### config.mk
export PLATFORM = sky130hd
export DESIGN_NAME = seg7_scan_ctrl_flat
export DESIGN_NICKNAME = d
export VERILOG_FILES = /design/src/rtl/seg7_pkg.sv /design/src/rtl/seg7_scan_ctrl_if.sv /design/src/rtl/seg7_hex_decode.sv /design/src/rtl/seg7_scan_ctrl.sv /design/src/flat_wrapper.sv
export SDC_FILE = /design/constraint.sdc
export NUM_CORES = 1
export LEC_CHECK = 0
export CORE_UTILIZATION = 58
export DETAILED_ROUTE_END_ITERATION = 12
export GPL_TIMING_DRIVEN = 0
export HOLD_SLACK_MARGIN = 0.08
export PLACE_DENSITY = 0.79
export SKIP_LAST_GASP = 1
export SLEW_MARGIN = 25
export SYNTH_ARGS = -nofsm -noshare
export SYNTH_HDL_FRONTEND = slang
export SYNTH_SLANG_ARGS = --single-unit
### constraint.sdc
create_clock -name clk -period 3.6 [get_ports clk]
set_input_delay 0.72 -clock clk [delete_from_list [all_inputs] [get_ports clk]]
set_output_delay 0.72 -clock clk [all_outputs]
set_load 0.02 [all_outputs]
### src/rtl/seg7_pkg.sv
// seg7_pkg: shared definitions for the seven-segment display blocks.
//   SEG_BLANK     - all segments off (segments are active-low)
//   digit_entry_t - one stored digit: hex value, decimal point, blank flag
//   ENTRY_RESET   - value 0, dp off, blanked
//   hex_to_seg    - nibble to active-low segments, bit [6]=a ... [0]=g
package seg7_pkg;

  localparam logic [6:0] SEG_BLANK = 7'b1111111;

  typedef struct packed {
    logic [3:0] value;
    logic       dp;
    logic       blank;
  } digit_entry_t;

  localparam digit_entry_t ENTRY_RESET = '{value: 4'h0, dp: 1'b0, blank: 1'b1};

  function automatic logic [6:0] hex_to_seg(input logic [3:0] value);
    logic [6:0] seg;
    case (value)
      4'h0:    seg = 7'b0000001;
      4'h1:    seg = 7'b1001111;
      4'h2:    seg = 7'b0010010;
      4'h3:    seg = 7'b0000110;
      4'h4:    seg = 7'b1001100;
      4'h5:    seg = 7'b0100100;
      4'h6:    seg = 7'b0100000;
      4'h7:    seg = 7'b0001111;
      4'h8:    seg = 7'b0000000;
      4'h9:    seg = 7'b0000100;
      4'hA:    seg = 7'b0001000;
      4'hB:    seg = 7'b1100000;
      4'hC:    seg = 7'b0110001;
      4'hD:    seg = 7'b1000010;
      4'hE:    seg = 7'b0110000;
      default: seg = 7'b0111000;
    endcase
    return seg;
  endfunction

endpackage

### src/rtl/seg7_scan_ctrl_if.sv
// seg7_scan_ctrl_if: user-side write port of the display controller.
//   clear    - synchronous clear of all digit storage
//   wr_en    - write strobe, one cycle per write
//   wr_addr  - digit index, 0 = rightmost
//   wr_data  - hex value
//   wr_dp    - decimal point on
//   wr_blank - digit blanked
//   blink_en - per-digit blink enable, level
// Handshake: there is no ready. wr_en is a one-cycle strobe that is always
// accepted on the edge where it is high; holding it high for N cycles is N
// writes. clear takes priority over a write in the same cycle.
interface seg7_scan_ctrl_if #(
  parameter int NUM_DIGITS = 8
);
  localparam int AW = $clog2(NUM_DIGITS);

  logic                  clear;
  logic                  wr_en;
  logic [AW-1:0]         wr_addr;
  logic [3:0]            wr_data;
  logic                  wr_dp;
  logic                  wr_blank;
  logic [NUM_DIGITS-1:0] blink_en;

  modport master (
    output clear, wr_en, wr_addr, wr_data, wr_dp, wr_blank, blink_en
  );

  modport slave (
    input clear, wr_en, wr_addr, wr_data, wr_dp, wr_blank, blink_en
  );
endinterface

### src/rtl/seg7_hex_decode.sv
// seg7_hex_decode: combinational hex nibble to active-low segment decoder.
//   value - 4-bit hex digit
//   seg   - segments, [6]=a ... [0]=g, 0 = lit
module seg7_hex_decode
  import seg7_pkg::*;
(
  input  logic [3:0] value,
  output logic [6:0] seg
);
  assign seg = hex_to_seg(value);
endmodule

### src/rtl/seg7_scan_ctrl.sv
// seg7_scan_ctrl: multiplexed seven-segment display controller.
// Stores one {value, dp, blank} entry per digit and scans them onto shared
// active-low cathodes with one active-low anode per digit. Each slot starts
// with one dead cycle (all anodes off). A valid write forces the written
// digit onto the display for HOLD_SLOTS slot ticks.
//   clk      - single clock
//   reset    - synchronous, active-high
//   bus      - write port (seg7_scan_ctrl_if.slave)
//   anode    - active-low digit select, registered
//   cathodes - active-low segments [6]=a ... [0]=g, registered
//   dp       - active-low decimal point, registered
module seg7_scan_ctrl
  import seg7_pkg::*;
#(
  parameter int NUM_DIGITS  = 8,
  parameter int REFRESH_DIV = 100000,
  parameter int BLINK_SLOTS = 512,
  parameter int HOLD_SLOTS  = 64
) (
  input  logic                  clk,
  input  logic                  reset,
  seg7_scan_ctrl_if.slave       bus,
  output logic [NUM_DIGITS-1:0] anode,
  output logic [6:0]            cathodes,
  output logic                  dp
);

  localparam int AW = $clog2(NUM_DIGITS);
  localparam int PW = $clog2(REFRESH_DIV);
  localparam int BW = (BLINK_SLOTS > 1) ? $clog2(BLINK_SLOTS) : 1;
  localparam int HW = (HOLD_SLOTS > 0) ? $clog2(HOLD_SLOTS + 1) : 1;
  localparam logic [NUM_DIGITS-1:0] DIGIT0 = {{(NUM_DIGITS-1){1'b0}}, 1'b1};

  digit_entry_t  entries [NUM_DIGITS];
  logic [PW-1:0] prescaler;
  logic [AW-1:0] scan_idx;
  logic [BW-1:0] blink_cnt;
  logic          phase;
  logic [HW-1:0] hold_cnt;
  logic [AW-1:0] hold_addr;

  logic          tick;
  logic          write_ok;
  logic [AW-1:0] disp_idx;
  digit_entry_t  entry;
  logic [6:0]    seg;
  logic          suppress;

  assign tick = (prescaler == PW'(REFRESH_DIV - 1));

  // Addresses past the last digit exist when NUM_DIGITS is not a power of two;
  // such writes are dropped entirely, including the hold they would start.
  assign write_ok = bus.wr_en && !bus.clear && (32'(bus.wr_addr) < NUM_DIGITS);

  assign disp_idx = (hold_cnt != '0) ? hold_addr : scan_idx;
  assign entry    = entries[disp_idx];
  assign suppress = entry.blank | (bus.blink_en[disp_idx] & ~phase);

  seg7_hex_decode u_decode (
    .value (entry.value),
    .seg   (seg)
  );

  always_ff @(posedge clk) begin
    if (reset) begin
      prescaler <= '0;
      scan_idx  <= '0;
      blink_cnt <= '0;
      phase     <= 1'b1;
      hold_cnt  <= '0;
      hold_addr <= '0;
      for (int i = 0; i < NUM_DIGITS; i++) entries[i] <= ENTRY_RESET;
      anode     <= '1;
      cathodes  <= SEG_BLANK;
      dp        <= 1'b1;
    end else begin
      prescaler <= tick ? '0 : prescaler + PW'(1);

      if (tick) begin
        scan_idx <= (scan_idx == AW'(NUM_DIGITS - 1)) ? '0 : scan_idx + AW'(1);
        if (blink_cnt == BW'(BLINK_SLOTS - 1)) begin
          blink_cnt <= '0;
          phase     <= ~phase;
        end else begin
          blink_cnt <= blink_cnt + BW'(1);
        end
      end

      if (bus.clear) begin
        for (int i = 0; i < NUM_DIGITS; i++) entries[i] <= ENTRY_RESET;
      end else if (write_ok) begin
        entries[bus.wr_addr] <= '{value: bus.wr_data, dp: bus.wr_dp, blank: bus.wr_blank};
      end

      // A write landing on a tick reloads rather than decrements.
      if (write_ok) begin
        hold_cnt  <= HW'(HOLD_SLOTS);
        hold_addr <= bus.wr_addr;
      end else if (tick && hold_cnt != '0) begin
        hold_cnt <= hold_cnt - HW'(1);
      end

      // First cycle of every slot is dead time so the previous digit's
      // segments never ghost onto the next anode.
      anode    <= (prescaler == '0) ? '1 : ~(DIGIT0 << disp_idx);
      cathodes <= suppress ? SEG_BLANK : seg;
      dp       <= suppress | ~entry.dp;
    end
  end

endmodule

### src/flat_wrapper.sv
// flat-port wrapper written by rule: the top's interface ports become plain ports
module seg7_scan_ctrl_flat import seg7_pkg::*;
#(
  parameter int NUM_DIGITS  = 8,
  parameter int REFRESH_DIV = 100000,
  parameter int BLINK_SLOTS = 512,
  parameter int HOLD_SLOTS  = 64
)
  (clk, reset, anode, cathodes, dp, bus_clear, bus_wr_en, bus_wr_addr, bus_wr_data, bus_wr_dp, bus_wr_blank, bus_blink_en);
  seg7_scan_ctrl_if #(.NUM_DIGITS(NUM_DIGITS)) bus_i ();
  input  logic clk;
  input  logic reset;
  output logic [NUM_DIGITS-1:0] anode;
  output logic [6:0] cathodes;
  output logic dp;
  input wire logic [$bits(bus_i.clear)-1:0] bus_clear;
  input wire logic [$bits(bus_i.wr_en)-1:0] bus_wr_en;
  input wire logic [$bits(bus_i.wr_addr)-1:0] bus_wr_addr;
  input wire logic [$bits(bus_i.wr_data)-1:0] bus_wr_data;
  input wire logic [$bits(bus_i.wr_dp)-1:0] bus_wr_dp;
  input wire logic [$bits(bus_i.wr_blank)-1:0] bus_wr_blank;
  input wire logic [$bits(bus_i.blink_en)-1:0] bus_blink_en;
  assign bus_i.clear = bus_clear;
  assign bus_i.wr_en = bus_wr_en;
  assign bus_i.wr_addr = bus_wr_addr;
  assign bus_i.wr_data = bus_wr_data;
  assign bus_i.wr_dp = bus_wr_dp;
  assign bus_i.wr_blank = bus_wr_blank;
  assign bus_i.blink_en = bus_blink_en;
  seg7_scan_ctrl #(.NUM_DIGITS(NUM_DIGITS), .REFRESH_DIV(REFRESH_DIV), .BLINK_SLOTS(BLINK_SLOTS), .HOLD_SLOTS(HOLD_SLOTS)) u_core (.clk(clk), .reset(reset), .bus(bus_i), .anode(anode), .cathodes(cathodes), .dp(dp));
endmodule
# [Yosys cells after proc, flatten, opt, wreduce, memory -nomap -nowiden]
# Memories as Yosys holds them, arrays and structs flattened. A register that Yosys moved wholly into a read port is not among the register bits.
# Cells that the tools add are included.
[op_classes] n_mul=0 div_mod_pow=0 eq_ne=3 n_reduce_logical=12 muxes=27 bitwise_logic=14 n_lt_le_gt_ge=1 addsub=4 shifts=1
[ops] cell="6-bit 2-to-1 mux" n=9
[ops] cell="17-bit by 1-bit adder with 17-bit output, second input constant" n=1
[ops] cell="17-bit equality test, second input constant" n=1
[ops] cell="17-bit logical NOT" n=1
[ops] cell="7-bit 2-to-1 mux" n=2
[ops] cell="1-bit 2-to-1 mux" n=11
[ops] cell="1-bit OR" n=10
[ops] cell="9-bit by 1-bit adder with 9-bit output, second input constant" n=1
[ops] cell="9-bit equality test, second input constant" n=1
[ops] cell="3-bit 2-to-1 mux" n=3
[ops] cell="9-bit 2-to-1 mux" n=1
[ops] cell="8-bit inverter" n=1
[ops] cell="2-bit OR reduction" n=4
[ops] cell="1-bit by 3-bit left shift with 8-bit output, first input constant" n=1
[ops] cell="7-bit nonzero test" n=1
[ops] cell="7-bit by 1-bit subtractor with 7-bit output, second input constant" n=1
[ops] cell="6-bit OR reduction" n=1
[ops] cell="3-bit by 4-bit < comparator with 1-bit output, second input constant" n=1
[ops] cell="3-bit by 1-bit adder with 3-bit output, second input constant" n=1
[ops] cell="1-bit binary-select mux with 3-bit select" n=1
[ops] cell="3-bit equality test, second input constant" n=1
[ops] cell="1-bit logical AND" n=2
[ops] cell="1-bit inverter" n=2
[ops] cell="2-bit AND reduction" n=1
[ops] cell="other kinds (3)" n=3
[word_totals] rom_bits=112 ff_bits=49 latch_bits=0 ram_bits=48 mem_count=2 out_inout_bits=16 wordCells=73 in_bits=21
[memory_table] name="(name not given)" depth=16 word_bits=7 read_ports=1 rd_clocked_by_memory_dff=1 wr=0 line="seg7_pkg.sv:20" text="case (value)"
[memory_table] name="u_core.entries" depth=8 word_bits=6 read_ports=1 rd_clocked_by_memory_dff=0 wr=8 line="seg7_scan_ctrl.sv:34" text="digit_entry_t entries [NUM_DIGITS];"

# [Logic depth before layout (Yosys ltp)]
# Gate-level depths: netlist of run 1.
[logic_depth] depth_word=8 mapped_depth=14 depth_no_buf=13

# [Cells and area by module]
# From an unflattened synthesis of run 1, not the netlist that was laid out.
[hier_totals] hier_cells=524 area_unflattened_um2=5367.6
[modules_own_cells] module="seg7_scan_ctrl" cells_each=489 n_inst=1 seq_area_each_um2=2562.5 area_each_um2=5119.9
[modules_own_cells] module="seg7_hex_decode" cells_each=35 n_inst=1 seq_area_each_um2=0.0 area_each_um2=247.7

# [Least setup slack after synthesis of run 1]
# Ideal clock, no wire load.
[synth_timing] path_type="register -> register" startpoint="register u_core.hold_cnt[0]" endpoint="register u_core.cathodes[6]" path_buffers=1 setup_time_ns=0.133 arrival_time_ns=2.855 path_stages_with_launch=14 synth_period_minus_slack_ns=2.988 required_ns=3.467 slack_ns=0.612 path_cell_list="dfxtp_1 inv_1 ha_1 nor2b_1 nand3_2 nand2_4 buf_6 mux4_1 mux2i_4 inv_2 ha_1 or3b_1 o221ai_1 nand2_1"
[synth_via] elab_chain_len=7 elab_cells_between_ends=8 cone_classes="3 x mux; 2 x bitwise; 2 x reduce/logical; 1 x memory"
[synth_rtl] item="from (decl)" line="seg7_scan_ctrl.sv:39" text="logic [HW-1:0] hold_cnt;"
[synth_rtl] item="from (signal assigned)" line="seg7_scan_ctrl.sv:97" text="hold_cnt <= HW'(HOLD_SLOTS);"
[synth_rtl] item="from (signal assigned)" line="seg7_scan_ctrl.sv:100" text="hold_cnt <= hold_cnt - HW'(1);"
[synth_rtl] item="7-bit nonzero test (*)" line="seg7_scan_ctrl.sv:55" text="assign disp_idx = (hold_cnt != '0) ? hold_addr : scan_idx;"
[synth_rtl] item="3-bit 2-to-1 mux (*)" line="seg7_scan_ctrl.sv:55"
[synth_rtl] item="1-bit binary-select mux with 3-bit select" line="seg7_scan_ctrl.sv:57" text="assign suppress = entry.blank | (bus.blink_en[disp_idx] & ~phase);"
[synth_rtl] item="1-bit 2-to-1 mux (implied by the code)" line="seg7_scan_ctrl.sv:57"
[synth_rtl] item="1-bit bitwise AND" line="seg7_scan_ctrl.sv:57"
[synth_rtl] item="1-bit OR" line="seg7_scan_ctrl.sv:57"
[synth_rtl] item="2-bit OR reduction (no line)"
[synth_rtl] item="to (decl)" line="seg7_scan_ctrl.sv:24" text="output logic [6:0] cathodes,"
# Every way passes the cells marked *; elsewhere a longest branch is shown, timed or not. The select of a mux whose other input is x is not followed.
# A chain may end at the register's enable or synchronous reset.

==> reports/metrics.cfg, run 1 <==
[global_routing]
grt_overflow = 0
grt_pass1_vias = 3553
grt_max_degree = 21
grt_use_total_pct = 24.7
grt_pass1_wl_um = 16500
antenna_found_initial = 0

[timing]
final_max_slew_viol_count = 0
holdWs_ns = 0.476
fin_crit_sh_pct = 93.4
clock_skew_ns = 0.0141
fin_setup_tns_ns = 0
final_hold_viol_count = 0
rsz0062_at_grt = no
slew_headroom_pct = 38.6
max_freq_mhz = 298
finalSetupViolations = 0
period_minus_slack_ns = 3.36
tightest_slew_ns = 0.912

[cts]
cts_max_path_buffers = 2
insertion_delay_ns = 0.37
cts-resized-gates = 0
cts_tree = built
cts.clk_slew.worst_paths_ns = 0.10
postCtsHoldBufs = 0
post-cts-setup-buffers = 0
cts_buffers = 9
root_buffer = clkbuf_8
cts_sinks = 104
htree_num_levels = 3

[detailed_routing]
antenna_left = 0
drt_iter0_markers = 128
routed_wl_um = 9940
wire_per_inst_um = 16.0
drc = 0
vias_per_cell = 5.75
firstDrtPassIters = 4
vias = 3569

[yosys]
synthTopCellsByArea = edfxtp_1 29%, dfxtp_1 23%, and2_1 5.3%
synth.most_common_cell = dfxtp_1
synthCells = 464
async_flop_share_pct = 0
synth_edf_count = 48
yosysUniqueCellTypes = 59
ys_ff_latch = 104
syn_area_per_cell_um2 = 10.6
synthTopCellsByCount = 56 x dfxtp_1, 49 x nor2_1, 48 x edfxtp_1
syn_area_um2 = 4930
synth_top_area_share_pct = 29.2
yosysSeqAreaShare_pct = 52.0
synth.largest_area_cell = edfxtp_1
synth_ff_type = dfxtp_1
yosys_warnings = 0
synth_nets = 498

[floorplanning]
die_y_um = 94.2
die_x_um = 94.2
coreArea_um2 = 8220
dieArea_um2 = 8880
initial_utilization_pct = 60.0
fp-row-count = 33
design.portCount = 37

[placed_design]
place_hpwl_um = 7250
gp_congestion = 0.936
placed_cell_area_um2 = 5420
port_buffers = 36
dpl.cell_count = 605

[final_layout]
antennaDiodeCount = 0
design_area_um2 = 5630
regArea_um2 = 2560
nFillCells = 623
multiInputGateArea_um2 = 2280
final_cells = 621
synthToLayoutAreaGrowth_pct = 14.2
post_route_cells_drive_above_1_share_pct = 8.91
layout.nets = 545

[worst_setup_path]
critPathLaunch = reset
cp.required_ns = 3.63
critPathMaxFanout = 10
timing.rr.start = u_core.hold_cnt[0]
cp-start-kind = input pin
crit_arrival_ns = 3.39
end_kind = flip-flop
crit_type = in -> reg

[power_and_ir_drop]
vdd_ir_drop_max_v = 0.000302
p_total_mw = 2.19
powerDensity_nw_per_um2 = 388
power.leakage_nw = 2.09

[hold_path]
hold_path_startpoint = u_core.prescaler[0]
min_path_type = reg -> reg

[status]
outcome = complete, no violations

[flow_run]
maxCapViolations = 0

-- state kept, by name, summed over array words and instances, names as in the netlist --
register	cells
u_core.entries	48
u_core.hold_cnt	7
u_core.scan_idx	3
u_core.phase	1
u_core.hold_addr	3
u_core.cathodes	7
u_core.prescaler	17
u_core.dp	1
u_core.blink_cnt	9
u_core.anode	8
-- cells in the final DEF, fill, tap and decap left out, types with 7 or more instances in the layout --
cell	n
and2_1	42
and3_1	14
clkbuf_1	7
clkbuf_8	9
clkdlybuf4s50_1	36
dfxtp_1	56
edfxtp_1	48
ha_1	13
inv_1	10
mux2i_1	11
nand2_1	44
nand2b_1	12
nand3_1	18
nor2_1	49
o21ai_0	16
or3_1	10
xnor2_1	8
xor2_1	18
-- final cells by class --
type / instances / area share, %
clock buffer: 9 / 2.20
sequential: 104 / 45.5
multi-input combinational: 336 / 40.4
tap: 105 / 2.33
timing repair buffer: 36 / 6.40
buffer: 13 / 1.22
clock inverter: 7 / 1.20
inverter: 11 / 0.733
-- metrics by stage --
step	util, %	setup slack, ns
2_1_floorplan	-	0.612
3_5_place_dp	66.0	-0.369
6_report	68.5	0.239
3_3_place_gp	66.0	-0.313
4_1_cts	68.3	0.00396
5_1_grt	68.5	0.0913
-- kinds of logic after synthesis --
kind of cell | count (synthesis) | share of synthesized area, %
DFF | 104 | 52.0
and+or+nand+nor | 222 | 24.0
adders and majority gates | 13 | 3.30
xor gates and xnor gates | 26 | 4.62
AOI/OAI and AO/OA | 55 | 8.30
muxes | 20 | 5.63
buffers and inverters | 24 | 2.23
-- metal layers --
layer,vias to the layer above,wire [um],track usage (%),share of wire [%]
li1,1751,-,-,-
met1,1696,4360,30.7,44
met2,104,4870,41.8,49
met3,18,514,5.66,5.2
met4,0,197,8.59,2.0
met5,-,0,0,0
-- final timing paths --
| kind | to | slack [ns] | depth (start not counted) |
|---|---|---|---|
| setup / recovery | u_core.entries[0][0] | 0.24 | 7 |
| hold / removal | u_core.prescaler[0] | 0.48 | 1 |
| setup reg to reg | u_core.cathodes[1] | 0.25 | 13 |
| hold reg to reg | u_core.prescaler[0] | 0.48 | 1 |
-- critical path, cell delays in order --
cell and delay (ns):
clkdlybuf4s50_1 0.58, nor2_1 0.55, nand2_1 0.13, or2_2 0.29, clkbuf_1 0.21, nor3_2 0.51, nand2b_1 0.41
-- power by group --
part           switching (mW)  internal (mW)
Clock                   0.427          0.270
Combinational           0.111         0.0867
Sequential             0.0167           1.28
Total                   0.555           1.63
(Power assumes the default switching activity.)
==> inputs of run 2 (changes only) <==
--- a/config.mk
+++ b/config.mk
@@ -5,13 +5,14 @@
 export SDC_FILE = /design/constraint.sdc
 export NUM_CORES = 1
 export LEC_CHECK = 0
-export CORE_UTILIZATION = 58
+export CORE_UTILIZATION = 59
 export DETAILED_ROUTE_END_ITERATION = 12
 export GPL_TIMING_DRIVEN = 0
 export HOLD_SLACK_MARGIN = 0.08
-export PLACE_DENSITY = 0.79
+export PLACE_DENSITY = 0.8
 export SKIP_LAST_GASP = 1
 export SLEW_MARGIN = 25
 export SYNTH_ARGS = -nofsm -noshare
 export SYNTH_HDL_FRONTEND = slang
+export SYNTH_HIERARCHICAL = 1
 export SYNTH_SLANG_ARGS = --single-unit
==> run 2 against run 1 <==
Against the previous run:
- setup slack improved by 0.0090 ns
- synthesized area increased by 8.8%
- critical path depth increased by 7
- synthesized cell count increased by 13%
- die area increased by 6.8%
- maximum frequency increased by 0.27%
- critical endpoint is now u_core/cathodes[3]
- largest cell class is now multi-input gates
- highest routed layer unchanged
==> reports/metrics.cfg, run 2 <==
[cts]
cts.clk_slew.worst_paths_ns = 0.10  ; about the same
postCtsHoldBufs = 0  ; unchanged
cts_max_path_buffers = 2  ; unchanged
htree_num_levels = 3  ; unchanged
cts_tree = built
post-cts-setup-buffers = 0  ; unchanged
cts_buffers = 9  ; unchanged
root_buffer = clkbuf_8
cts_sinks = 104  ; unchanged
insertion_delay_ns = 0.37  ; about the same

[timing]
slew_headroom_pct = 38.9  ; +0.37 points
period_minus_slack_ns = 3.35  ; -0.00901 ns
max_freq_mhz = 298  ; +0.27%
fin_ws_ns = 0.248  ; +0.00901 ns
clock_skew_ns = 0.0139  ; -0.000244 ns
final_hold_viol_count = 0  ; unchanged
final_max_slew_viol_count = 0  ; unchanged
rsz0062_at_grt = no
tightest_slew_ns = 0.906  ; -0.00546 ns
fin_crit_sh_pct = 93.1  ; -0.25 points
fin_setup_tns_ns = 0  ; unchanged
holdWs_ns = 0.497  ; +0.0209 ns
finalSetupViolations = 0  ; unchanged

[global_routing]
grt_pass1_wl_um = 20200  ; +22%
grt_pass1_vias = 4098  ; +15%
grt_max_degree = 18  ; -14%
grt_use_total_pct = 27.2  ; +2.5 points
antenna_found_initial = 0  ; unchanged
grt_overflow = 0  ; unchanged

[power_and_ir_drop]
cellInternalPower_mw = 1.82  ; +11%
seq_power_share_pct = 54.6  ; -4.5 points
p_sw_mw = 0.571  ; +3.0%
p_total_mw = 2.39  ; +9.3%
vdd_ir_drop_max_v = 0.000243  ; -20%
switching_share_pct = 23.9  ; -1.5 points
clkPwrFrac_pct = 35.2  ; +3.3 points
combPwrFrac_pct = 10.3  ; +1.3 points
power.leakage_nw = 2.20  ; +5.0%
powerDensity_nw_per_um2 = 390  ; +0.49%

[final_layout]
final_util_pct = 69.9  ; +1.3 points
final_cell_mix = 59 x nor2_1, 56 x dfxtp_1, 48 x edfxtp_1
largest_register_ffs = 48  ; unchanged
final_cells = 683  ; +10%
largestRegisters = u_core/entries x48, u_core/prescaler x17, u_core/blink_cnt x9
antennaDiodeCount = 0  ; unchanged
synthToLayoutAreaGrowth_pct = 14.1  ; about the same
post_route_cells_drive_above_1_share_pct = 9.39  ; +0.48 points
layout.nets = 606  ; +11%
design_area_um2 = 6120  ; +8.8%
top_register = u_core/entries
layout_commonest_cell = nor2_1

[worst_setup_path]
crit_type = reg -> reg
r2r_end = u_core/cathodes[3]
crit_chain = inv_1, ha_1, nor2b_2, nand2_2, clkbuf_2, o211ai_1, a21oi_1, o32ai_2, inv_1, ha_1, or2_2, a21oi_1, a31oi_1, nand3b_1
end_kind = flip-flop
critPathMaxFanout = 10  ; unchanged
cp-start-kind = flip-flop
r2r_cells = 14  ; +1
cp_slowest_cell = o32ai_2
r2r_setup_slack_ns = 0.25  ; about the same
cp_top_family = simple AND/OR/NAND/NOR gates
cp.required_ns = 3.82  ; +0.19 ns
max_stage_delay_ns = 0.43  ; -0.15 ns
crit_buf_inv = 3  ; +1
timing.rr.start = u_core/hold_cnt[0]
crit_arrival_ns = 3.57  ; +0.18 ns

[detailed_routing]
firstDrtPassIters = 7  ; +3
wire_per_inst_um = 18.3  ; +14%
vias_per_cell = 6.29  ; +9.4%
drt_iter0_markers = 393  ; +210%
drc = 0  ; unchanged
antenna_left = 0  ; unchanged
routed_wl_um = 12500  ; +26%
vias = 4293  ; +20%

[flow_run]
maxCapViolations = 0  ; unchanged

[floorplanning]
fp-row-count = 34  ; +3.0%
dieArea_um2 = 9480  ; +6.8%
die_y_um = 97.4  ; +3.4%
design.portCount = 37  ; unchanged
initial_utilization_pct = 61.3  ; +1.2 points
coreArea_um2 = 8760  ; +6.7%
die_x_um = 97.4  ; +3.4%

[status]
outcome = complete, no violations

[yosys]
synthCells = 524  ; +13%
yosys_warnings = 6  ; +6
syn_area_per_cell_um2 = 10.2  ; -3.6%
synth_ff_type = dfxtp_1
synth_top_area_share_pct = 26.9  ; -2.4 points
synthTopCellsByCount = 59 x nor2_1, 56 x dfxtp_1, 48 x edfxtp_1
synth.largest_area_cell = edfxtp_1
yosysSeqAreaShare_pct = 47.7  ; -4.2 points
synth_nets = 560  ; +12%
synthTopCellsByArea = edfxtp_1 27%, dfxtp_1 21%, mux2i_1 5.6%
synth_edf_count = 48  ; unchanged
synth.most_common_cell = nor2_1
ys_ff_latch = 104  ; unchanged
yosysUniqueCellTypes = 63  ; +6.8%
syn_area_um2 = 5370  ; +8.8%
async_flop_share_pct = 0  ; unchanged

[hold_path]
min_path_type = reg -> reg
hold_path_startpoint = u_core/prescaler[0]
hold_depth = 1  ; unchanged
min_to = u_core/prescaler[0]

[placed_design]
placed_cell_area_um2 = 5850  ; +7.9%
pre_cts_ws_ns = -0.306  ; +0.0630 ns
port_buffers = 35  ; -2.8%
gp_congestion = 0.934  ; -0.20%
dpl.cell_count = 667  ; +10%
place_hpwl_um = 9090  ; +25%

-- run 2: cell types whose count changed in the layout (fill, tap and decap cells not counted), moves of 5 or more --
cell / before / now
nand2_1: 44 / 23
o211ai_1: 1 / 8
a21oi_1: 5 / 17
mux2i_1: 11 / 29
o21ai_0: 16 / 22
nand3b_1: 1 / 9
and3_1: 14 / 7
nor2_1: 49 / 59
nand4_1: 4 / 9
nand3_1: 18 / 13
-- run 2: worst max path at each step --
stage,from,to,slack [ns],cells past startpoint
2_1_floorplan,u_core/hold_cnt[0],u_core/cathodes[3],0.51,13
3_3_place_gp,u_core/hold_cnt[0],u_core/cathodes[3],-0.23,13
3_5_place_dp,u_core/hold_cnt[0],u_core/cathodes[3],-0.31,13
4_1_cts,u_core/hold_cnt[0],u_core/cathodes[3],0.001,14
5_1_grt,u_core/hold_cnt[0],u_core/cathodes[3],0.002,14
6_report,u_core/hold_cnt[0],u_core/cathodes[3],0.25,14
-- run 2: cell type report --
cell class	count	area, um^2
timing repair buffer	35	350
multi-input combinational	385	2680
clock buffer	11	151
clock inverter	5	86.3
inverter	14	52.6
tap	108	135
fill	659	2640
sequential	104	2560
buffer	21	105
-- run 2: power by group through the flow --
| stage | Sequential, mW | Clock (mW) | Combinational (mW) |
|---|---|---|---|
| 6_report | 1.30 | 0.840 | 0.245 |
| 5_1_grt | 1.31 | 0.903 | 0.267 |
| 4_1_cts | 1.30 | 0.860 | 0.241 |
| 3_5_place_dp | 1.33 | 0 | 0.237 |
| 3_3_place_gp | 1.33 | 0 | 0.230 |
| 2_1_floorplan | 1.33 | 0 | 0.143 |
-- run 2: kinds of logic (layout without fill, tap and decap cells) --
| family | Yosys count | count (layout) | synth area share, % |
|---|---|---|---|
| flip-flops | 104 | 104 | 47.7 |
| AND/OR/NAND/NOR | 216 | 216 | 22.1 |
| adder cells (fa/ha/maj) | 15 | 15 | 3.50 |
| buffers and inverters | 35 | 86 | 2.91 |
| multiplexers | 41 | 41 | 8.74 |
| AO/OA/AOI/OAI | 87 | 87 | 10.8 |
| XOR/XNOR | 26 | 26 | 4.24 |
-- run 2: what timing repair did --
item                                    in CTS  in global routing
endpoints found under the setup margin       7                  5
gates resized for setup                      3                  5
pin swaps                                    0                  0
-- run 2: metal layers --
metal	part of all wire, %	vias up	GRT usage (%)
met3	7.1	49	4.46
li1	-	1988	-
met1	40	2027	34.1
met2	49	229	45.7
met5	0	-	0
met4	3.8	0	13.0
-- run 2: worst register-to-register path: stages (launching register included) --
cell,delay (ns)
dfxtp_1,0.32
inv_1,0.11
ha_1,0.18
nor2b_2,0.29
nand2_2,0.24
clkbuf_2,0.28
o211ai_1,0.16
a21oi_1,0.12
o32ai_2,0.43
inv_1,0.20
ha_1,0.24
or2_2,0.29
a21oi_1,0.13
a31oi_1,0.05
nand3b_1,0.17
==> inputs of run 3 (changes only) <==
--- a/config.mk
+++ b/config.mk
@@ -5,6 +5,7 @@
 export SDC_FILE = /design/constraint.sdc
 export NUM_CORES = 1
 export LEC_CHECK = 0
+export CORE_MARGIN = 3
 export CORE_UTILIZATION = 59
 export DETAILED_ROUTE_END_ITERATION = 12
 export GPL_TIMING_DRIVEN = 0
==> run 3 against run 2 <==
Against the previous run:
- sequential share of layout area grew 0.26 points
- routed wire length grew 1.5%
- final cell count rose by 0.15%
- via count down 0.86%
- sequential cell count stayed put
- register-to-register slack worse by 0.06 ns
- utilization down 0.43 points
- die area is 8.4% higher
- hold slack worse by 0.013 ns
- clock skew is 0.0019 ns lower
- clock-buffer cell count is 1 lower
- first-iteration DRC count up 5.6%
- critical path type unchanged
- critical endpoint unchanged
- largest power group unchanged
==> reports/metrics.cfg, run 3 (synthesized netlist as in run 2, its figures left out) <==
[floorplanning]
coreArea_um2 = 8760  ; unchanged
fp-row-count = 34  ; unchanged
dieArea_um2 = 10300  ; +8.4%
die_y_um = 101  ; +4.1%
initial_utilization_pct = 61.3  ; unchanged
design.portCount = 37  ; unchanged
die_x_um = 101  ; +4.1%

[timing]
finalSetupViolations = 0  ; unchanged
rsz0062_at_grt = no
fin_setup_tns_ns = 0  ; unchanged
period_minus_slack_ns = 3.41  ; +0.0555 ns
clock_skew_ns = 0.0120  ; -0.00192 ns
tightest_slew_ns = 0.826  ; -0.0799 ns
fin_crit_sh_pct = 94.7  ; +1.5 points
max_freq_mhz = 293  ; -1.6%
slew_headroom_pct = 44.3  ; +5.4 points
final_hold_viol_count = 0  ; unchanged
final_max_slew_viol_count = 0  ; unchanged

[status]
outcome = complete, no violations

[power_and_ir_drop]
clkPwrFrac_pct = 31.8  ; -3.4 points
seq_power_share_pct = 57.2  ; +2.6 points
vdd_ir_drop_max_v = 0.000249  ; +2.5%
power.leakage_nw = 2.17  ; -1.2%
cellInternalPower_mw = 1.71  ; -6.1%
combPwrFrac_pct = 10.9  ; +0.6 points
switching_share_pct = 25.0  ; +1.1 points
p_sw_mw = 0.571  ; -0.11%
powerDensity_nw_per_um2 = 374  ; -4.1%

[final_layout]
top_register = u_core/entries
layout.nets = 607  ; +0.17%
synthToLayoutAreaGrowth_pct = 13.4
layout_commonest_cell = nor2_1
final_cell_mix = 59 x nor2_1, 56 x dfxtp_1, 48 x edfxtp_1
design_area_um2 = 6090  ; -0.61%
post_route_cells_drive_above_1_share_pct = 9.38  ; -0.016 points
antennaDiodeCount = 0  ; unchanged
largestRegisters = u_core/entries x48, u_core/prescaler x17, u_core/blink_cnt x9
largest_register_ffs = 48  ; unchanged

[placed_design]
placed_cell_area_um2 = 5850  ; unchanged
port_buffers = 35  ; unchanged
gp_congestion = 0.920  ; -1.4%
place_hpwl_um = 9320  ; +2.6%

[detailed_routing]
routed.top_layer = met4
drt_iter0_markers = 415  ; +5.6%
wl_met2_um = 6300  ; +2.9%
firstDrtPassIters = 6  ; -1
wl_met3_um = 953  ; +7.3%
wire_per_inst_um = 18.5  ; +1.4%
drt-met1-wl_um = 5040  ; +0.90%
vias = 4256  ; -0.86%
drc = 0  ; unchanged
vias_per_cell = 6.22  ; -1.0%
routed_wl_um = 12700  ; +1.5%
antenna_left = 0  ; unchanged

[global_routing]
antenna_found_initial = 0  ; unchanged
grt_overflow = 0  ; unchanged
grt_max_degree = 18  ; unchanged
grt_use_total_pct = 25.8  ; -1.3 points
grt_pass1_vias = 4301  ; +5.0%
grt_pass1_wl_um = 20700  ; +2.5%

[cts]
insertion_delay_ns = 0.37  ; about the same
cts_tree = built
cts_buffers = 9  ; unchanged
htree_num_levels = 3  ; unchanged
root_buffer = clkbuf_8
cts_sinks = 104  ; unchanged
cts_max_path_buffers = 2  ; unchanged
cts.clk_slew.worst_paths_ns = 0.10  ; about the same
postCtsHoldBufs = 0  ; unchanged

[worst_setup_path]
crit_type = reg -> reg
end_kind = flip-flop
cp.required_ns = 3.84  ; +0.02 ns
critPathMaxFanout = 10  ; unchanged
cp-start-kind = flip-flop
crit_arrival_ns = 3.64  ; +0.07 ns

[flow_run]
maxCapViolations = 0  ; unchanged

[hold_path]
min_path_type = reg -> reg

## run 3: changes by cell type in the layout (fill, tap and decap cells not counted)
cell / before / now
buf_4: 2 / 3
bufinv_16: 2 / 1
clkbuf_1: 9 / 10
clkbuf_8: 11 / 9
clkinv_4: 1 / 0
clkinvlp_2: 0 / 2
clkinvlp_4: 0 / 1
## run 3: path summary, 6_finish.rpt
check / from / endpoint / depth (start not counted) / slack [ns]
worst min register to register: u_core/prescaler[0] / u_core/prescaler[0] / 1 / 0.48
worst max register to register: u_core/hold_cnt[0] / u_core/cathodes[3] / 14 / 0.19
worst min-delay path: u_core/prescaler[0] / u_core/prescaler[0] / 1 / 0.48
worst max-delay path: u_core/hold_cnt[0] / u_core/cathodes[3] / 14 / 0.19
## run 3: layer usage
metal / global-route usage, % / vias up
met5: 0 / -
met4: 9.51 / 0
met3: 6.82 / 52
met2: 45.2 / 201
met1: 30.5 / 2008
li1: - / 1995
## run 3: power groups by stage
stage | Combinational [mW] | Clock (mW) | Sequential, mW
after floorplan | 0.143 | 0 | 1.33
after global placement | 0.231 | 0 | 1.33
after detailed placement | 0.239 | 0 | 1.33
after CTS | 0.243 | 0.747 | 1.30
after global routing | 0.271 | 0.795 | 1.31
final | 0.249 | 0.725 | 1.30
## run 3: area by class of cell
class | count | area [um^2]
well taps | 108 | 135
clock buffers | 10 | 128
repair buffers | 36 | 358
plain buffers | 21 | 105
inverters | 14 | 52.6
flip-flops and latches | 104 | 2560
multi-input cells | 385 | 2680
clock inverters | 6 | 65.1
fillers | 700 | 2680
## run 3: repair_timing
item | CTS | global route
resized for setup | 4 | 4
setup buffers | 0 | 1
endpoints found under the setup margin | 7 | 5
pin swaps | 0 | 1
hold endpoints to repair | 0 | 0
## run 3: per-stage QoR
step                      hold slack (ns)  power [mW]  setup WS [ns]  util (%)  instances
final                               0.484        2.28          0.193      69.5        684
after global routing                0.521        2.37         0.0105      69.5        684
after CTS                           0.492        2.29         0.0777      69.2        683
after detailed placement            0.470        1.57         -0.268      66.8        667
after global placement              0.461        1.56         -0.147      66.8        667
after floorplan                     0.441        1.47          0.512         -        524
## run 3: worst max-delay path, stage by stage (launching register included)
cell and delay [ns]:
dfxtp_1 0.33, inv_1 0.11, ha_1 0.21, nor2b_2 0.29, nand2_2 0.24, clkbuf_2 0.29
o211ai_1 0.20, a21oi_1 0.13, o32ai_2 0.47, inv_1 0.19, ha_1 0.33, nand2_1 0.08
a21oi_1 0.18, a31oi_1 0.06, nand3b_1 0.15
